[config.mk]
export PLATFORM = sky130hd
export DESIGN_NAME = dmem_arbiter
export DESIGN_NICKNAME = d
export VERILOG_FILES = /design/src/rtl/dmem_arb_pkg.sv /design/src/rtl/sat_counter.sv /design/src/rtl/dmem_arbiter.sv
export SDC_FILE = /design/constraint.sdc
export NUM_CORES = 1
export LEC_CHECK = 0
export CORE_MARGIN = 4
export CORE_UTILIZATION = 28
export CTS_BUF_LIST = sky130_fd_sc_hd__clkbuf_8
export CTS_CLUSTER_DIAMETER = 150
export CTS_CLUSTER_SIZE = 40
export DETAILED_ROUTE_END_ITERATION = 16
export HOLD_SLACK_MARGIN = 0.15
export PLACE_DENSITY = 0.87
export REMOVE_ABC_BUFFERS = 1
export SETUP_SLACK_MARGIN = 0.5
export SYNTH_ARGS = -nofsm -noshare
export SYNTH_HDL_FRONTEND = slang
export SYNTH_SLANG_ARGS = --single-unit
[constraint.sdc]
create_clock -name clk -period 2.5 [get_ports clk]
set_clock_uncertainty 0.2 [all_clocks]
set_input_delay 0.25 -clock clk [delete_from_list [all_inputs] [get_ports clk]]
set_output_delay 0.25 -clock clk [all_outputs]
set_load 0.005 [all_outputs]
[src/rtl/dmem_arb_pkg.sv]
// Shared types and counter sizing for the data-memory arbiter.
// Covers the ARB/LOCK state, the read-response owner and the counter width helper.
package dmem_arb_pkg;

    typedef enum logic [0:0] {
        ARB  = 1'b0,
        LOCK = 1'b1
    } arb_state_t;

    typedef enum logic [0:0] {
        OWN_CPU = 1'b0,
        OWN_DMA = 1'b1
    } owner_t;

    localparam int MAX_WAIT_DEF = 4;
    localparam int LOCK_MAX_DEF = 8;
    localparam int WAIT_W_DEF   = $clog2(MAX_WAIT_DEF + 1);
    localparam int BEAT_W_DEF   = $clog2(LOCK_MAX_DEF + 1);

    // Bits needed to hold 0..max_val, never less than one bit.
    function automatic int cnt_width(input int max_val);
        return (max_val < 1) ? 1 : $clog2(max_val + 1);
    endfunction

endpackage

[src/rtl/sat_counter.sv]
// Saturating up-counter with synchronous clear; clear takes precedence over increment.
// Used for both the DMA starvation count and the locked-burst beat count.
module sat_counter #(
    parameter int WIDTH = 3,
    parameter int MAX   = 4
) (
    input  logic             clk,
    input  logic             rst_n,
    input  logic             inc,
    input  logic             clr,
    output logic [WIDTH-1:0] cnt,
    output logic             at_max
);

    logic [WIDTH-1:0] cnt_r;

    // Count register: clear, saturating increment, or hold.
    always_ff @(posedge clk or negedge rst_n) begin
        if (!rst_n) begin
            cnt_r <= {WIDTH{1'b0}};
        end else if (clr) begin
            cnt_r <= {WIDTH{1'b0}};
        end else if (inc && !at_max) begin
            cnt_r <= cnt_r + WIDTH'(1);
        end else begin
            cnt_r <= cnt_r;
        end
    end

    assign cnt    = cnt_r;
    assign at_max = (cnt_r == WIDTH'(MAX));

endmodule

[src/rtl/dmem_arbiter.sv]
// Single-port DMEM arbiter between the CPU MEM stage and a DMA/loader port.
// CPU-first arbitration with bounded DMA starvation, bounded DMA lock bursts, and read-data routing.
module dmem_arbiter
    import dmem_arb_pkg::*;
#(
    parameter int DATA_WIDTH = 16,
    parameter int ADDR_W     = 8,
    parameter int MAX_WAIT   = MAX_WAIT_DEF,
    parameter int LOCK_MAX   = LOCK_MAX_DEF
) (
    input  logic                  clk,
    input  logic                  reset,
    input  logic                  cpu_req,
    input  logic                  cpu_we,
    input  logic [ADDR_W-1:0]     cpu_addr,
    input  logic [DATA_WIDTH-1:0] cpu_wdata,
    output logic                  cpu_gnt,
    output logic                  cpu_stall,
    output logic                  cpu_rvalid,
    output logic [DATA_WIDTH-1:0] cpu_rdata,
    input  logic                  dma_req,
    input  logic                  dma_we,
    input  logic [ADDR_W-1:0]     dma_addr,
    input  logic [DATA_WIDTH-1:0] dma_wdata,
    input  logic                  dma_lock,
    output logic                  dma_gnt,
    output logic                  dma_rvalid,
    output logic [DATA_WIDTH-1:0] dma_rdata,
    output logic                  mem_read,
    output logic                  mem_write,
    output logic [ADDR_W-1:0]     mem_addr,
    output logic [DATA_WIDTH-1:0] mem_wdata,
    input  logic [DATA_WIDTH-1:0] mem_rdata
);

    localparam int WAIT_W = cnt_width(MAX_WAIT);
    localparam int BEAT_W = cnt_width(LOCK_MAX);

    arb_state_t  state_r;
    owner_t      rd_owner_r;
    logic        cpu_first_r;
    logic        rel_pend_r;
    logic        rd_pend_r;

    logic        cpu_gnt_s;
    logic        dma_gnt_s;
    logic        dma_pri_s;
    logic        lock_nxt_s;
    logic        forced_s;
    logic        mem_read_s;
    logic        mem_write_s;
    logic        wait_max_s;
    logic        beat_last_s;
    logic [WAIT_W-1:0] wait_cnt_s;
    logic [BEAT_W-1:0] beat_cnt_s;
    logic        cnt_unused_s;

    sat_counter #(.WIDTH(WAIT_W), .MAX(MAX_WAIT)) u_wait_cnt (
        .clk    (clk),
        .rst_n  (reset),
        .inc    (dma_req & ~dma_gnt_s),
        .clr    (dma_gnt_s | ~dma_req),
        .cnt    (wait_cnt_s),
        .at_max (wait_max_s)
    );

    // Saturating one short of LOCK_MAX, so at_max marks the last beat the lock may take.
    sat_counter #(.WIDTH(BEAT_W), .MAX(LOCK_MAX - 1)) u_beat_cnt (
        .clk    (clk),
        .rst_n  (reset),
        .inc    (dma_gnt_s),
        .clr    (~lock_nxt_s),
        .cnt    (beat_cnt_s),
        .at_max (beat_last_s)
    );

    assign cnt_unused_s = ^{wait_cnt_s, beat_cnt_s};

    // Arbitration: LOCK hands the memory to DMA only; ARB is CPU-first unless DMA is overdue.
    always_comb begin
        cpu_gnt_s = 1'b0;
        dma_gnt_s = 1'b0;
        dma_pri_s = (wait_max_s | rel_pend_r) & ~cpu_first_r;
        if (state_r == LOCK) begin
            dma_gnt_s = dma_req;
        end else if (dma_req && (dma_pri_s || !cpu_req)) begin
            dma_gnt_s = 1'b1;
        end else if (cpu_req) begin
            cpu_gnt_s = 1'b1;
        end else begin
            cpu_gnt_s = 1'b0;
        end
    end

    // Burst continuation and the forced end of an over-long burst.
    always_comb begin
        lock_nxt_s  = dma_gnt_s & dma_lock & ~beat_last_s;
        forced_s    = dma_gnt_s & dma_lock & beat_last_s;
        mem_read_s  = (cpu_gnt_s & ~cpu_we) | (dma_gnt_s & ~dma_we);
        mem_write_s = (cpu_gnt_s & cpu_we) | (dma_gnt_s & dma_we);
    end

    // State, fairness flags and the one-deep read-response pipe.
    always_ff @(posedge clk or negedge reset) begin
        if (!reset) begin
            state_r     <= ARB;
            cpu_first_r <= 1'b0;
            rel_pend_r  <= 1'b0;
            rd_pend_r   <= 1'b0;
            rd_owner_r  <= OWN_CPU;
        end else begin
            state_r <= lock_nxt_s ? LOCK : ARB;
            if (forced_s) begin
                cpu_first_r <= 1'b1;
            end else if (cpu_gnt_s || !cpu_req) begin
                cpu_first_r <= 1'b0;
            end else begin
                cpu_first_r <= cpu_first_r;
            end
            // After the CPU's one guaranteed slot, the cut-off DMA burst gets the next arbitration.
            if (forced_s) begin
                rel_pend_r <= 1'b1;
            end else if (dma_gnt_s || !dma_req) begin
                rel_pend_r <= 1'b0;
            end else begin
                rel_pend_r <= rel_pend_r;
            end
            rd_pend_r  <= mem_read_s;
            rd_owner_r <= dma_gnt_s ? OWN_DMA : OWN_CPU;
        end
    end

    assign cpu_gnt   = cpu_gnt_s;
    assign dma_gnt   = dma_gnt_s;
    assign cpu_stall = cpu_req & ~cpu_gnt_s;
    assign mem_read  = mem_read_s;
    assign mem_write = mem_write_s;
    assign mem_addr  = dma_gnt_s ? dma_addr  : (cpu_gnt_s ? cpu_addr  : {ADDR_W{1'b0}});
    assign mem_wdata = dma_gnt_s ? dma_wdata : (cpu_gnt_s ? cpu_wdata : {DATA_WIDTH{1'b0}});

    assign cpu_rvalid = rd_pend_r & (rd_owner_r == OWN_CPU);
    assign dma_rvalid = rd_pend_r & (rd_owner_r == OWN_DMA);
    assign cpu_rdata  = cpu_rvalid ? mem_rdata : {DATA_WIDTH{1'b0}};
    assign dma_rdata  = dma_rvalid ? mem_rdata : {DATA_WIDTH{1'b0}};

endmodule

==> impl_metrics.json <==
{
  "drtAntennaViolNets": 0,
  "maxSlewHeadroom": 0.642,
  "tns_ns": 0,
  "vdd_drop_max_mv": 0.167,
  "ys_ff_latch": 12,
  "routed_via_density": 4.95,
  "area_growth_syn_to_layout_pct": 151,
  "die_y_um": 72.1,
  "insertion_delay_ns": 0.25,
  "core_area_um2": 4000,
  "cts_buffers": 3,
  "num_vias": 1622,
  "grt_pass1_wl_mm": 8.16,
  "initial_core_util": 0.287,
  "drive_gt1_frac": 0.302,
  "ys.flop_type": "dfrtp_1",
  "fmax_mhz": 445,
  "routabilityCongestion": 0.754,
  "slew_viol_final": 0,
  "io_buffers": 133,
  "grt_max_degree": 18,
  "final-setup-viol-count": 0,
  "cts.path.max_buffers": 2,
  "io_pins": 134,
  "routed_wl_mm": 5.23,
  "synth.top_cells.by_count": "19 x a22o_1, 19 x and3_1, 17 x and2_1, 12 x dfrtp_1, 7 x a22o_2",
  "die_w_um": 72.1,
  "multi_input_area_um2": 861,
  "drtPass1Iterations": 4,
  "wl_met2_mm": 2.69,
  "crit_type": "flip-flop to output pin",
  "end_kind": "output pin",
  "synth_cell_types": 34,
  "numPlacedInstances": 301,
  "fin_nets": 353,
  "combinationalPowerShare": 0.510,
  "dp_hpwl_mm": 3.73,
  "grtUsageTotal": 0.201,
  "critPathLaunchType": "flip-flop",
  "routed.top_layer": "met4",
  "p_int_mw": 0.636,
  "std_cell_rows": 23,
  "power.net_switching_mw": 0.223,
  "synth_top_area_cell": "dfrtp_1",
  "die_area_um2": 5200,
  "hold_viol": 0,
  "syn_avg_cell_area_um2": 9.50,
  "ctsHoldBuffers": 0,
  "p_sw_frac": 0.260,
  "min_period_ns": 2.25,
  "drc": 0,
  "yosysSeqAreaShare": 0.261,
  "drt-initial-drc-count": 58,
  "maxCapViolCount": 0,
  "antenna-diode-count": 0,
  "period_share": 0.899,
  "synthArstFlopShare": 1.00,
  "antenna_found_initial": 0,
  "synthTopCellsByArea": "dfrtp_1 26%, a22o_1 14%, and3_1 10%, and2_1 9.2%, a22o_2 6.1%",
  "synth_top_area_frac": 0.261,
  "required_ns": 2.05,
  "fillers": 312,
  "pwr-share-clk": 0.248,
  "dr_wl_met3_um": 613,
  "arrival_ns": 1.80,
  "fin_cells": 328,
  "overflow": 0,
  "syn_inst": 121,
  "worstMarginPinSlew_ns": 0.535,
  "power_density_nw_per_um2": 297,
  "clk_pin_slew_worst_paths_ns": 0.05,
  "synth_edf_count": 0,
  "hp-class": "primary input to asynchronous set/reset pin",
  "synth_area_um2": 1150,
  "p_leak_nw": 1.42,
  "cts_sinks": 12,
  "root_buffer": "clkbuf_8",
  "pwr-share-seq": 0.242,
  "final-seq-area_um2": 303,
  "status": "finished clean",
  "ys_warn_count": 0,
  "cts_tree": "built",
  "drt-met1-wl_mm": 1.81,
  "cp_max_fo": 7,
  "htreeDepth": 1,
  "grt_pass1_vias": 1671,
  "grt_setup_unrepaired": "yes",
  "routedWlPerCell_um": 15.9,
  "total_power_mw": 0.859
}
## timing repair
action,CTS,global route
hold endpoints to repair,0,0
resized for setup,153,15
pin swaps,15,15
cloned,6,2
endpoints found under the setup margin,46,45
buffers inserted,14,1
## routing by layer
layer,vias up,track usage
li1,776,-
met1,734,0.202
met2,103,0.380
met3,9,0.0596
met4,0,0.0814
met5,-,0
## logic make-up (layout without fill, tap and decap cells)
logic type / Yosys count / after routing / synth area share
simple gates: 56 / 58 / 0.330
compound gates: 33 / 33 / 0.275
buf+inv: 13 / 168 / 0.0685
flops: 12 / 12 / 0.261
fa+ha+maj: 3 / 3 / 0.0326
xor+xnor: 3 / 3 / 0.0229
mux: 1 / 1 / 0.00979
## placed cells by master (no fill, tap or decap), types with 3 or more instances in the layout
master            n
buf_12            6
inv_1             3
buf_2            19
clkdlybuf4s50_1  88
clkbuf_8          4
and2_1           17
dfrtp_1          10
nand2_1           3
buf_4            10
dlygate4sd2_1    16
and3_1           19
buf_16            4
a22o_4            7
a22o_1           19
buf_6            14
## worst paths after layout
kind | startpoint | to | slack (ns) | cells after the start
worst min-delay path | reset | rel_pend_r | 0.16 | 1
max in group asynchronous | reset | rd_owner_r | 1.56 | 1
worst max-delay path | u_wait_cnt.cnt[0] | mem_wdata[4] | 0.25 | 9
min in group clk | cpu_req | cpu_first_r | 0.26 | 3
worst max register to register | u_wait_cnt.cnt[0] | rd_pend_r | 0.75 | 8
worst min register to register | u_beat_cnt.cnt[0] | u_beat_cnt.cnt[0] | 0.30 | 1
## power by group through the flow
stage / clock network [mW] / logic (mW) / registers, mW
4_1_cts: 0.217 / 0.430 / 0.207
3_5_place_dp: 0 / 0.376 / 0.208
2_1_floorplan: 0 / 0.100 / 0.211
5_1_grt: 0.229 / 0.468 / 0.209
6_report: 0.213 / 0.438 / 0.208
3_3_place_gp: 0 / 0.368 / 0.207
## stage by stage
stage | hold WS [ns] | cell area, um^2 | utilization | worst slack, ns
4_1_cts | 0.164 | 2840 | 0.710 | 0.240
3_3_place_gp | 0.268 | 2550 | 0.637 | 0.0505
2_1_floorplan | -0.246 | 1090 | - | 0.499
5_1_grt | 0.190 | 2890 | 0.723 | 0.174
3_5_place_dp | 0.306 | 2550 | 0.637 | -0.0145
6_report | 0.155 | 2890 | 0.723 | 0.252
## registers in the layout (all words and copies together), names as in the netlist
signal,flops
u_beat_cnt.cnt,4
cpu_first_r,1
rd_owner_r,1
u_wait_cnt.cnt,3
rd_pend_r,1
rel_pend_r,1
state_r,1
## final cells by class
type / instances / share of cell area
clock buffer: 4 / 0.0190
inverter: 5 / 0.00649
multi-input combinational: 98 / 0.298
sequential: 12 / 0.105
tap: 50 / 0.0216
timing repair buffer: 159 / 0.550
## worst max-delay path, stage by stage, from the launching register on
cell and delay (ns):
dfrtp_1 0.36, inv_2 0.06, ha_4 0.18, a21o_4 0.21, a21boi_4 0.16, buf_6 0.14, buf_12 0.10, buf_16 0.11
a22o_1 0.12, buf_2 0.11
No activity file was read; power rests on OpenSTA's default activity.
==> RTL change: new RTL, same flow settings <==
The parameter `ADDR_W` goes from 8 to 6.
--- a/src/rtl/dmem_arbiter.sv
+++ b/src/rtl/dmem_arbiter.sv
@@ -4,7 +4,7 @@
     import dmem_arb_pkg::*;
 #(
     parameter int DATA_WIDTH = 16,
-    parameter int ADDR_W     = 8,
+    parameter int ADDR_W     = 6,
     parameter int MAX_WAIT   = MAX_WAIT_DEF,
     parameter int LOCK_MAX   = LOCK_MAX_DEF
 ) (
Ports: changed (resized cpu_addr, dma_addr and mem_addr); port bits go from 134 to 128. The function was not compared with the original's and may differ.
==> RTL change against the unedited design <==
Core utilization grew 3.1 points; critical path depth unchanged; sequential cell count stayed put; setup slack worse by 0.050 ns; design area fell by 0.99%; wire length shrank 0.19%; power fell by 5.9%; area after synthesis is 1.2% lower; fmax shrank 2.2%; critical endpoint is now mem_addr[5].
==> RTL change: results (changes against the unedited design) <==
{| class="wikitable"
! Metric !! Value
|-
| Number of cells traversed by the worst register-to-register path || 9 (+1)
|-
| Relative area of non-clock buffer cells in the final design || 57.5% (+2.4 points)
|-
| Worst reg2reg path endpoint || u_beat_cnt.cnt[1]$_DFFE_PN0P_
|-
| Detailed-route wire length || 5.22 mm (-0.19%)
|-
| Ratio of cells with drive above 1 in the final layout || 30.5% (+0.25 points)
|-
| Arrival time at the worst endpoint || 1.85 ns (+0.05 ns)
|-
| Clk network pwr share || 22.0% (-2.8 points)
|-
| Synth Area in XOR/XNOR || 2.31% (+0.028 points)
|-
| Number of instances resized during post-cts repair || 130 (-15%)
|-
| Share of cell area taken by flip-flops and latches || 10.5% (+0.018 points)
|-
| Length of routed wiring on met1 || 1.93 mm (+6.6%)
|-
| Met3 layer wire length in the routed design || 511 um (-17%)
|-
| GPL Wtd Cong || 0.818 (+8.5%)
|-
| Top post-synthesis cells by area || sky130_fd_sc_hd__dfrtp_1 (26%), sky130_fd_sc_hd__a22o_1 (19%), sky130_fd_sc_hd__and3_1 (9.9%)
|-
| Multi-input combinational cell count || 96 (-2.0%)
|-
| Post-route worst hold slack || 0.159 ns (+0.00316 ns)
|-
| Seq/Total Area, Yosys || 26.4% (+0.32 points)
|-
| Global routing usage summed across all routing layers || 19.7% (-0.37 points)
|-
| Signal buffers || 163 (+2.5%)
|-
| Worst vdd rail ir drop || 0.274 mV (+64%)
|-
| Number of global-route vias before repair || 1,682 (+0.66%)
|-
| Global routing met3 resource utilization || 5.61% (-0.35 points)
|-
| Commonest cells in the synthesized netlist || sky130_fd_sc_hd__a22o_1 (24), sky130_fd_sc_hd__and3_1 (18), sky130_fd_sc_hd__and2_1 (17)
|-
| Worst max-slew margin expressed relative to the limit || 64.1% (-0.16 points)
|-
| Dpl hpwl || 3.80 mm (+2.1%)
|-
| DP Area || 2460 um^2 (-3.2%)
|-
| Average size of a mapped cell || 9.55 um^2 (+0.46%)
|-
| Result of the run || completed
|}
## RTL change: cell types whose count changed in the layout (fill, tap and decap cells not counted), sizes merged
cell           before  now
clkbuf              6    3
dlygate4sd2        16    4
clkdlybuf4s50      88   84
clkdlybuf4s15       0    2
a22o               26   24
dlymetal6s2s        0   10
buf                53   63
## RTL change: worst max-delay path by stage
stage                     slack [ns]            end  cells after the start
after global placement          0.05  mem_wdata[12]                      6
after floorplan                 0.55       mem_read                      5
after global routing            0.12   mem_wdata[1]                      9
final                           0.20    mem_addr[5]                      9
after CTS                       0.24    mem_addr[0]                      9
after detailed placement       0.004    mem_addr[2]                      6
## RTL change: kinds of logic (layout without fill, tap and decap cells)
group	count (synthesis)	in the layout
AO/OA/AOI/OAI	31	31
multiplexers	1	1
buffers and inverters	13	171
flip-flops	12	12
XOR/XNOR	3	3
adder cells (fa/ha/maj)	3	3
AND/OR/NAND/NOR	56	58
